$ cat src/rtl/mbinit_repairval_module.sv
// rtl/mbinit_repairval_module.sv - MBINIT.REPAIRVAL sideband handshake and valid-pattern sequencer
module mbinit_repairval_module #(
    parameter logic [15:0] TIMEOUT_CYCLES = 16'd8000,
    parameter int          CNT_W          = 16
) (
    input  logic       CLK,
    input  logic       rst_n,
    input  logic       i_MBINIT_REPAIRCLK_end,
    input  logic       i_VAL_Pattern_done,
    input  logic [3:0] i_Rx_SbMessage,
    input  logic       i_msg_valid,
    input  logic       i_Busy_SideBand,
    input  logic       i_falling_edge_busy,
    input  logic       i_VAL_result_logged,
    output logic       o_train_error_req,
    output logic       o_MBINIT_REPAIRVAL_Pattern_En,
    output logic       o_MBINIT_REPAIRVAL_Module_end,
    output logic [3:0] o_TX_SbMessage,
    output logic       o_ValidOutDatat_Module
);

    localparam logic [3:0] INIT_REQ_C    = 4'h1;
    localparam logic [3:0] INIT_RESP_C   = 4'h2;
    localparam logic [3:0] RESULT_REQ_C  = 4'h3;
    localparam logic [3:0] RESULT_RESP_C = 4'h4;
    localparam logic [3:0] DONE_REQ_C    = 4'h5;
    localparam logic [3:0] DONE_RESP_C   = 4'h6;
    localparam logic [CNT_W-1:0] CNT_LAST = CNT_W'(TIMEOUT_CYCLES - 16'd1);

    typedef enum logic [3:0] {
        IDLE, INIT_REQ, WAIT_RESP, VALPATTERN, CHK_BUSY_RES, RESULT_REQ,
        CHECK_RESULT, CHK_BUSY_DONE, DONE_REQ, DONE, ERROR
    } state_t;

    state_t           state, ns;
    logic [CNT_W-1:0] cnt;
    logic [3:0]       exp_resp;
    logic             result_q;
    logic             resp_ok;
    logic             en;

    assign en = i_MBINIT_REPAIRCLK_end;
    // Only the response matching the last request sent is accepted; other codes are noise.
    assign resp_ok = i_msg_valid && (i_Rx_SbMessage == exp_resp);

    always_comb begin
        ns = state;
        if (!en) begin
            ns = IDLE;
        end else begin
            case (state)
                IDLE:          if (!i_Busy_SideBand) ns = INIT_REQ;
                INIT_REQ:      if (i_falling_edge_busy) ns = WAIT_RESP;
                WAIT_RESP: begin
                    if (resp_ok) begin
                        case (exp_resp)
                            INIT_RESP_C:   ns = VALPATTERN;
                            RESULT_RESP_C: ns = CHECK_RESULT;
                            DONE_RESP_C:   ns = DONE;
                            default:       ns = ERROR;
                        endcase
                    end else if (cnt == CNT_LAST) begin
                        ns = ERROR;
                    end
                end
                VALPATTERN:    if (i_VAL_Pattern_done) ns = CHK_BUSY_RES;
                CHK_BUSY_RES:  if (!i_Busy_SideBand) ns = RESULT_REQ;
                RESULT_REQ:    if (i_falling_edge_busy) ns = WAIT_RESP;
                CHECK_RESULT:  ns = result_q ? CHK_BUSY_DONE : ERROR;
                CHK_BUSY_DONE: if (!i_Busy_SideBand) ns = DONE_REQ;
                DONE_REQ:      if (i_falling_edge_busy) ns = WAIT_RESP;
                DONE:          ns = DONE;
                ERROR:         ns = ERROR;
                default:       ns = IDLE;
            endcase
        end
    end

    always_ff @(posedge CLK or negedge rst_n) begin
        if (!rst_n) begin
            state    <= IDLE;
            cnt      <= '0;
            exp_resp <= 4'h0;
            result_q <= 1'b0;
        end else begin
            state <= ns;
            cnt   <= (state == WAIT_RESP && ns == WAIT_RESP) ? cnt + 1'b1 : '0;
            if (ns == INIT_REQ)        exp_resp <= INIT_RESP_C;
            else if (ns == RESULT_REQ) exp_resp <= RESULT_RESP_C;
            else if (ns == DONE_REQ)   exp_resp <= DONE_RESP_C;
            else if (ns == IDLE)       exp_resp <= 4'h0;
            if (state == WAIT_RESP && resp_ok && exp_resp == RESULT_RESP_C)
                result_q <= i_VAL_result_logged;
        end
    end

    // Outputs are decoded from the next state so they move on the same edge as the state.
    always_ff @(posedge CLK or negedge rst_n) begin
        if (!rst_n) begin
            o_train_error_req             <= 1'b0;
            o_MBINIT_REPAIRVAL_Pattern_En <= 1'b0;
            o_MBINIT_REPAIRVAL_Module_end <= 1'b0;
            o_TX_SbMessage                <= 4'h0;
            o_ValidOutDatat_Module        <= 1'b0;
        end else begin
            o_train_error_req             <= (ns == ERROR) && (state != ERROR);
            o_MBINIT_REPAIRVAL_Pattern_En <= (ns == VALPATTERN);
            o_MBINIT_REPAIRVAL_Module_end <= (ns == DONE);
            o_ValidOutDatat_Module        <= (ns == INIT_REQ) || (ns == RESULT_REQ) || (ns == DONE_REQ);
            case (ns)
                INIT_REQ:   o_TX_SbMessage <= INIT_REQ_C;
                RESULT_REQ: o_TX_SbMessage <= RESULT_REQ_C;
                DONE_REQ:   o_TX_SbMessage <= DONE_REQ_C;
                default:    o_TX_SbMessage <= 4'h0;
            endcase
        end
    end

endmodule

$ cat config.mk
export PLATFORM = sky130hd
export DESIGN_NAME = mbinit_repairval_module
export DESIGN_NICKNAME = d
export VERILOG_FILES = /design/src/rtl/mbinit_repairval_module.sv
export SDC_FILE = /design/constraint.sdc
export NUM_CORES = 1
export LEC_CHECK = 0
export CAP_MARGIN = 0
export CORE_UTILIZATION = 40
export CTS_CLUSTER_SIZE = 14
export DETAILED_ROUTE_END_ITERATION = 16
export GPL_ROUTABILITY_DRIVEN = 0
export PLACE_DENSITY = 0.6
export SLEW_MARGIN = 0
export SYNTH_ARGS = -nofsm -noshare
export SYNTH_HDL_FRONTEND = slang
export SYNTH_SLANG_ARGS = --single-unit
$ cat constraint.sdc
create_clock -name CLK -period 5.1 [get_ports CLK]
set_input_delay 1.02 -clock CLK [delete_from_list [all_inputs] [get_ports CLK]]
set_output_delay 1.02 -clock CLK [all_outputs]
set_load 0.03 [all_outputs]
## Yosys cells after proc, flatten, opt, wreduce, memory -nomap -nowiden

Index checks and enable logic that the tools add are counted.

- Register bits after elaboration: 33
- Input port bits: 12

- Eq/ne operators: 23
- Add/sub/neg operators: 1
- Reductions and logical operators: 11
- Mux-type cells: 17

Operator list:

| operator | count |
|---|---|
| two-way mux 4 bit | 13 |
| one-hot mux 4 bit (9 select lines) | 1 |
| == test 4 x 3 -> 1 bit (second input constant) | 7 |
| == test 4 bit (second input constant) | 6 |
| == test 4 x 2 -> 1 bit (second input constant) | 5 |
| adder 16 x 1 -> 16 bit (second input constant) | 1 |
| == test 16 x 13 -> 1 bit (second input constant) | 1 |
| two-way mux 16 bit | 1 |
| one-hot mux 4 bit (3 select lines) | 1 |
| one-hot mux 3 bit (3 select lines) | 1 |
| == test 4 x 1 -> 1 bit (second input constant) | 2 |
| zero test 4 bit | 2 |
| logical AND 1 bit | 5 |
| == test 4 bit | 1 |
| inequality test 4 bit (second input constant) | 1 |
| nonzero test 4 bit | 1 |
| OR reduction 3 bit | 1 |
| logical OR 1 bit | 2 |

## Depth between registers and ports, before layout

Gate-level depths: netlist (run 1).

- Depth in word-level cells: 10
- Depth in mapped cells: 8

## Worst setup path after synthesis (run 1)

OpenSTA, ideal clock, no wires.

- Kind: input -> register
- Start point: input i_Rx_SbMessage[0]
- End point: register cnt[10]
- Data required time: 5.014 ns
- Path buffers: 1
- Setup time: 0.086 ns
- Arrival: 2.718 ns
- Stages on the path: 7
- Setup slack: 2.296 ns
- Cell sequence: or3b_1 -> nor3_1 -> nor4_1 -> a211oi_2 -> nand4_2 -> buf_2 -> nor3_1

- Word-level cells in the longest chain between the ends: 8

RTL lines:

| element | line | source |
|---|---|---|
| from (decl) | 10 | `input logic [3:0] i_Rx_SbMessage,` |
| == test 4 bit | 44 | `assign resp_ok = i_msg_valid && (i_Rx_SbMessage == exp_resp);` |
| logical AND 1 bit | 44 |  |
| two-way mux 4 bit | 55 | `if (resp_ok) begin` |
| one-hot mux 4 bit (9 select lines) | 51 | `case (state)` |
| two-way mux 4 bit | 48 | `if (!en) begin` |
| == test 4 x 2 -> 1 bit | 87 | `cnt <= (state == WAIT_RESP && ns == WAIT_RESP) ? cnt + 1'b1 : '0;` |
| logical AND 1 bit | 87 |  |
| two-way mux 16 bit | 87 |  |
| to (signal assigned) | 87 |  |
| to (decl) | 36 | `logic [CNT_W-1:0] cnt;` |

Every way passes these cells.
A chain may end at the register's enable or synchronous reset.

## Final worst setup path (run 1)

- Start point: input i_msg_valid
- End point: register cnt[15]

- Word-level cells in the longest chain between the ends: 7

RTL lines:

| element | line | source |
|---|---|---|
| from (decl) | 11 | `input logic i_msg_valid,` |
| logical AND 1 bit | 44 |  |
| two-way mux 4 bit | 55 |  |
| one-hot mux 4 bit (9 select lines) | 51 |  |
| two-way mux 4 bit | 48 |  |
| == test 4 x 2 -> 1 bit | 87 |  |
| logical AND 1 bit | 87 |  |
| two-way mux 16 bit | 87 |  |

Every way passes these cells.

==> impl_metrics.csv, run 1 <==
group,metric,value,unit
synthesis,yosys_warnings,0,
critical_path,critical_path.startpoint,"i_msg_valid",
placement,place.port_buffers,18,
route,post-route-drc-count,0,
sta,slew_headroom,51.7,%
synthesis,synthTopCellsByCount,"30 x sky130_fd_sc_hd__dfrtp_1, 22 x sky130_fd_sc_hd__nor3_1, 14 x sky130_fd_sc_hd__nand2_1",
placement,dp_area,1920,um^2
global_route,first_global_vias,1334,
critical_path,cp_data_arrival_time,3.50,ns
critical_path,cp-start-kind,"input port",
sta,worst_pin_slew,0.724,ns
cts,cts_tree,"built",
floorplan,fp.dieW,67.7,um
sta,max_clock_freq,302,MHz
pwr,power_leakage,0.807,nW
floorplan,i_o_pins,20,
layout,area.growth.synth_to_final,16.8,%
layout,combined_area_of_the_multi_input_logic_cells,898,um^2
layout,diodes,0,
cts,count_of_clock_tree_sinks,30,
global_route,number_of_antenna_violations_at_the_first_check_in_global_routing,0,
sta,holdWs,0.510,ns
cts,ctsRootBufferMaster,"sky130_fd_sc_hd__clkbuf_8",
synthesis,netlist_area,1720,um^2
route,post_drt_via_cell_ratio,5.55,
hold_path,origin_of_the_worst_min_delay_path,"result_q",
pwr,worst_vdd_ir,0.147,mV
layout,final_net_count,210,
synthesis,postSynth.asyncResetShare,100,%
route,final_antenna_net_count,0,
synthesis,syn-instance-count,177,
critical_path,worstPathCellList,"clkdlybuf4s50_1 -> or3b_1 -> nor3_1 -> nor4_1 -> a211oi_2 -> nand4_2 -> nor3_1",
cts,clk_latency,0.28,ns
sta,timing.final.max_slew_violations,0,
run_status,run_status,"finished clean",
synthesis,synth.ff_latch_count,30,
route,routed_wire_length_per_instance,14.7,um
hold_path,path_category_of_the_worst_min_delay_check,"reg2reg",
synthesis,post_synth_main_area_contributors,"sky130_fd_sc_hd__dfrtp_1 44%, sky130_fd_sc_hd__xor2_1 6.6%, sky130_fd_sc_hd__nor3_1 6.4%",
synthesis,synthDominantCellAreaShare,43.5,%
sta,grt_setup_unrepaired,"no",
placement,detailedPlacementHpwl,2580,um
critical_path,crit_path_max_incr_delay,0.44,ns
cts,cts_made_buffers,5,
layout,post-route-cell-area,2010,um^2
critical_path,criticalPathCategory,"in2reg",
synthesis,yosysMostFrequentCell,"sky130_fd_sc_hd__dfrtp_1",
cts,cts.repair_timing.setup_buffer_count,0,
placement,pre_cts_setup_slack,1.53,ns
global_route,grt-ovfl-total,0,
global_route,groute.usage.overall,18.4,%
sta,final-setup-viol-count,0,
route,dr_total_vias,1355,
synthesis,syn_area_per_cell,9.74,um^2
synthesis,mappedNetlistNets,194,
critical_path,timing.critical_path.mode_cell,"sky130_fd_sc_hd__nor3_1",
synthesis,netlist.top_cell.by_area,"sky130_fd_sc_hd__dfrtp_1",
layout,drive_gt1_share,11.3,%
floorplan,core_region_area,4060,um^2
layout,fill_cells,381,
floorplan,die-area,4580,um^2
critical_path,critical_path_peak_fanout,16,
floorplan,floorplan.initialDensity,42.5,%
sta,final.setup.tns,0,ns
sta,report.final.hold_viol_count,0,
route,dr.first_iter.drc_count,38,
cts,cts_max_path_buffers,2,
cts,post_cts_hold_buffer_count,0,
pwr,power-per-cell-area,264,nW/um^2
sta,finalClockSkew,0.00745,ns
synthesis,synth_edf_count,0,
critical_path,end_kind,"flop",
sta,final_min_period_over_clock_period,65.0,%
global_route,grt_max_degree,31,
layout,combined_flip_flop_and_latch_cell_area,751,um^2
global_route,grt_pass1_wl,6070,um
sta,finalWorstPathRequiredPeriod,3.32,ns
route,totalWireLength,3590,um
critical_path,crit-reg2reg-launch,"state[2]",
route,drt_first_pass_iters,4,
floorplan,rows,23,
cts,cts.repair.resized,0,
cts,cts.htree.levels,2,
flow_run,max_cap_viol_count,0,
synthesis,postSynth.topFlopCell,"sky130_fd_sc_hd__dfrtp_1",
synthesis,synth-seq-area-share,43.5,%
sta,final.setup.worst_slack,1.78,ns
floorplan,floorplan.die.height,67.7,um
cts,path_clk_slew,0.07,ns
synthesis,ys_types,48,
critical_path,worst_path_max_delay_cell,"sky130_fd_sc_hd__clkdlybuf4s50_1",
critical_path,required,5.29,ns
[layer usage]
| layer | vias up | global-route usage [%] | part of all wire [%] |
|---|---|---|---|
| met5 | - | 0 | 0 |
| met4 | 0 | 6.91 | 1.3 |
| li1 | 668 | - | - |
| met2 | 14 | 30.6 | 49 |
| met3 | 7 | 5.41 | 3.3 |
| met1 | 666 | 22.3 | 46 |
[per-stage QoR]
stage | instances | utilization [%] | power (W)
after floorplan | 177 | - | 0.000307
after global placement | 236 | 47.4 | 0.000334
after detailed placement | 236 | 47.4 | 0.000336
after CTS | 244 | 49.6 | 0.000537
after global routing | 244 | 49.6 | 0.000556
final | 244 | 49.6 | 0.000532
[where the power goes]
part / switching [W] / internal, W / total, W
Clock: 0.0000917 / 0.000109 / 0.000200
Combinational: 0.0000478 / 0.0000312 / 0.0000790
Sequential: 0.00000839 / 0.000244 / 0.000252
Total: 0.000148 / 0.000384 / 0.000532
[final timing paths]
path | to | slack, ns | cells past startpoint
max | cnt[15] | 1.78 | 7
min | result_q | 0.51 | 1
max reg2reg | o_train_error_req | 2.31 | 5
min reg2reg | result_q | 0.51 | 1
max in group asynchronous | cnt[13] | 3.69 | 2
min in group asynchronous | state[1] | 1.12 | 2
[state kept, by name (all words and copies together), names as in the netlist]
signal / flops
cnt: 16
exp_resp: 2
o_MBINIT_REPAIRVAL_Module_end: 1
o_MBINIT_REPAIRVAL_Pattern_En: 1
o_TX_SbMessage: 3
o_ValidOutDatat_Module: 1
o_train_error_req: 1
result_q: 1
state: 4
[worst max-delay path, delay by kind of cell]
| family | cells | cell delay (ns) |
|---|---|---|
| and+or+nand+nor | 5 | 1.65 |
| buffers and inverters | 1 | 0.44 |
| AOI/OAI and AO/OA | 1 | 0.39 |
[final cells by class]
cell class | count | area share, %
timing repair buffer | 19 | 9.32
sequential | 30 | 37.3
clock buffer | 7 | 4.29
tap | 50 | 3.11
clock inverter | 1 | 0.249
multi-input combinational | 131 | 44.6
inverter | 6 | 1.12
[cell families after synthesis]
family | Yosys count | share of synthesized area [%]
XOR/XNOR | 16 | 8.13
AO/OA/AOI/OAI | 24 | 11.2
buffers and inverters | 16 | 4.35
AND/OR/NAND/NOR | 83 | 27.6
adder cells (fa/ha/maj) | 5 | 3.63
other | 1 | 0.217
multiplexers | 2 | 1.31
flip-flops | 30 | 43.5
[placed cells by master (no fill, tap or decap), types with 2 or more instances in the layout]
cell type	Yosys	routed
sky130_fd_sc_hd__or3_1	2	2
sky130_fd_sc_hd__nand3_1	9	9
sky130_fd_sc_hd__xnor2_1	3	3
sky130_fd_sc_hd__or4b_1	2	2
sky130_fd_sc_hd__nand2b_1	2	2
sky130_fd_sc_hd__nor2_1	7	7
sky130_fd_sc_hd__ha_1	5	5
sky130_fd_sc_hd__o21ai_0	6	6
sky130_fd_sc_hd__dfrtp_1	30	30
sky130_fd_sc_hd__inv_1	6	6
sky130_fd_sc_hd__clkbuf_8	0	6
sky130_fd_sc_hd__nand4_1	6	6
sky130_fd_sc_hd__nand3b_1	3	3
sky130_fd_sc_hd__clkdlybuf4s50_1	0	18
sky130_fd_sc_hd__nor3_1	22	22
sky130_fd_sc_hd__a21o_1	2	2
sky130_fd_sc_hd__nor2b_1	2	2
sky130_fd_sc_hd__a21oi_1	3	3
sky130_fd_sc_hd__and3_1	3	3
sky130_fd_sc_hd__mux2_2	2	2
sky130_fd_sc_hd__nand2_1	14	14
sky130_fd_sc_hd__nor3b_1	2	2
sky130_fd_sc_hd__xor2_1	13	13
No activity file was read; power rests on OpenSTA's default activity.
==> run 2: changes to the inputs <==
- clock period: 5.1 -> 3.4 ns (I/O delays scaled with it)
==> run 2 against run 1 <==
Against the previous run: sequential share of layout area is 0.28 points lower; largest power group unchanged; flip-flop and latch count is the same; critical path type unchanged; first-iteration DRC count shrank 2.6%; total power is 48% higher; design area up 0.75%; non-clock buffer count grew 2; die area unchanged; combinational power increased by 52%; critical path depth unchanged; worst setup slack worse by 1.2 ns; via count is 0.59% higher.
==> impl_metrics.csv, run 2 (same netlist as run 1, synthesis figures left out) <==
group,metric,value,unit
route,post_drt_via_cell_ratio,5.54,
hold_path,path_category_of_the_worst_min_delay_check,"reg2reg",
route,post-route-drc-count,0,
pwr,power-per-cell-area,389,nW/um^2
cts,cts_tree,"built",
layout,most-common-layout-cells,"30 x sky130_fd_sc_hd__dfrtp_1, 22 x sky130_fd_sc_hd__nor3_1, 18 x sky130_fd_sc_hd__clkdlybuf4s50_1",
cts,cts_made_buffers,5,
global_route,grt_max_degree,31,
layout,drive_gt1_share,12.2,%
pwr,worst_vdd_ir,0.300,mV
route,routed_wire_length_per_instance,15.1,um
sta,slew_headroom,64.5,%
sta,max_clock_freq,353,MHz
sta,worst_pin_slew,0.532,ns
route,met2_length,1970,um
sta,final-setup-viol-count,0,
layout,final_net_count,212,
global_route,grt-ovfl-total,0,
sta,final.setup.tns,0,ns
cts,path_clk_slew,0.06,ns
pwr,power.sequential.fraction,48.1,%
cts,clk_latency,0.28,ns
pwr,power.clock.fraction,36.7,%
critical_path,required,3.58,ns
route,totalWireLength,3720,um
critical_path,critical_path.startpoint,"i_msg_valid",
global_route,first_global_vias,1319,
route,route.layer.met1.wl,1550,um
placement,dp_cells,238,
floorplan,die-area,4580,um^2
sta,final.setup.worst_slack,0.567,ns
sta,report.final.hold_viol_count,0,
pwr,netSwitchingFraction,26.8,%
layout,max_flop_register,"cnt",
layout,diodes,0,
floorplan,core_region_area,4060,um^2
layout,area.growth.synth_to_final,17.6,%
cts,cts.repair_timing.setup_buffer_count,0,
route,dr.first_iter.drc_count,37,
cts,cts.htree.levels,2,
placement,pre_cts_setup_slack,0.263,ns
flow_run,max_cap_viol_count,0,
cts,count_of_clock_tree_sinks,30,
cts,post_cts_hold_buffer_count,0,
pwr,power_leakage,0.816,nW
cts,cts.repair.resized,0,
sta,final_min_period_over_clock_period,83.3,%
hold_path,origin_of_the_worst_min_delay_path,"cnt[0]",
layout,finish.cell_count_without_fillers,246,
critical_path,reg2reg_to,"o_train_error_req",
floorplan,fp.dieW,67.7,um
floorplan,rows,23,
critical_path,critical_path_peak_fanout,16,
layout,max_ffs_per_register,16,
global_route,number_of_antenna_violations_at_the_first_check_in_global_routing,0,
route,highest-signal-layer,"met4",
route,dr_total_vias,1363,
sta,holdWs,0.517,ns
cts,ctsRootBufferMaster,"sky130_fd_sc_hd__clkbuf_8",
route,drt_first_pass_iters,4,
critical_path,cp_data_arrival_time,3.01,ns
layout,fill_cells,376,
layout,layout_commonest_cell,"sky130_fd_sc_hd__dfrtp_1",
hold_path,worst_hold_path_endpoint,"cnt[0]",
sta,timing.final.max_slew_violations,0,
floorplan,floorplan.initialDensity,42.5,%
hold_path,hold_depth,1,
critical_path,reg2regPathDepth,6,
floorplan,i_o_pins,20,
critical_path,crit-reg2reg-launch,"state[2]",
pwr,p_comb_share,15.2,%
pwr,p_int,0.000577,W
pwr,switchingPower,0.000212,W
sta,grt_setup_unrepaired,"no",
global_route,grt_pass1_wl,6180,um
layout,top_regs,"cnt x16, state x4, o_TX_SbMessage x3",
placement,place.port_buffers,18,
floorplan,floorplan.die.height,67.7,um
route,final_antenna_net_count,0,
run_status,run_status,"finished clean",
route,route.met3.wl,134,um
critical_path,criticalPathCategory,"in2reg",
global_route,groute.usage.overall,18.9,%
placement,detailedPlacementHpwl,2660,um
critical_path,cp-start-kind,"input port",
layout,layout.core_utilization,50.0,%
sta,finalClockSkew,0.00832,ns
sta,finalWorstPathRequiredPeriod,2.83,ns
critical_path,ff2ff_setup_slack,0.75,ns
critical_path,end_kind,"flop",
cts,cts_max_path_buffers,2,
[run 2: worst max-delay path, cell delays in order]
cell                              delay (ns)
sky130_fd_sc_hd__clkdlybuf4s50_1        0.44
sky130_fd_sc_hd__or3b_1                 0.40
sky130_fd_sc_hd__nor3_1                 0.40
sky130_fd_sc_hd__nor4_1                 0.16
sky130_fd_sc_hd__a211oi_2               0.22
sky130_fd_sc_hd__nand4_2                0.38
sky130_fd_sc_hd__nor3_1                 0.33
[run 2: layer usage]
metal | track usage [%] | vias to the layer above
met5 | 0 | -
met4 | 5.59 | 0
met1 | 22.8 | 671
li1 | - | 669
met2 | 32.1 | 17
met3 | 5.57 | 6
[run 2: worst max-delay path by stage]
stage | cells after the start | slack [ns] | to
after floorplan | 7 | 0.94 | cnt[10]
final | 7 | 0.57 | cnt[14]
after global routing | 7 | 0.26 | cnt[14]
after CTS | 7 | 0.54 | cnt[14]
after global placement | 7 | 0.40 | o_TX_SbMessage[1]
after detailed placement | 7 | 0.26 | cnt[14]
[run 2: stage by stage]
step	power, W	cell area, um^2
finish	0.000789	2030
global placement	0.000502	1940
detailed placement	0.000506	1940
floorplan	0.000461	1720
CTS	0.000799	2030
global route	0.000826	2030
[run 2: layout make-up]
type / instances / area (um^2) / share of cell area [%]
inverter: 6 / 22.5 / 1.11
tap: 50 / 62.6 / 3.08
sequential: 30 / 751 / 37.0
timing repair buffer: 21 / 203 / 9.99
multi-input combinational: 131 / 898 / 44.3
clock inverter: 1 / 5.00 / 0.247
clock buffer: 7 / 86.3 / 4.26
[run 2: power by group through the flow]
| stage | combinational (W) | sequential, W | clock, W |
|---|---|---|---|
| 2_1_floorplan | 0.0000744 | 0.000387 | 0 |
| 3_3_place_gp | 0.000117 | 0.000385 | 0 |
| 3_5_place_dp | 0.000120 | 0.000386 | 0 |
| 4_1_cts | 0.000120 | 0.000379 | 0.000299 |
| 5_1_grt | 0.000133 | 0.000381 | 0.000313 |
| 6_report | 0.000120 | 0.000379 | 0.000290 |
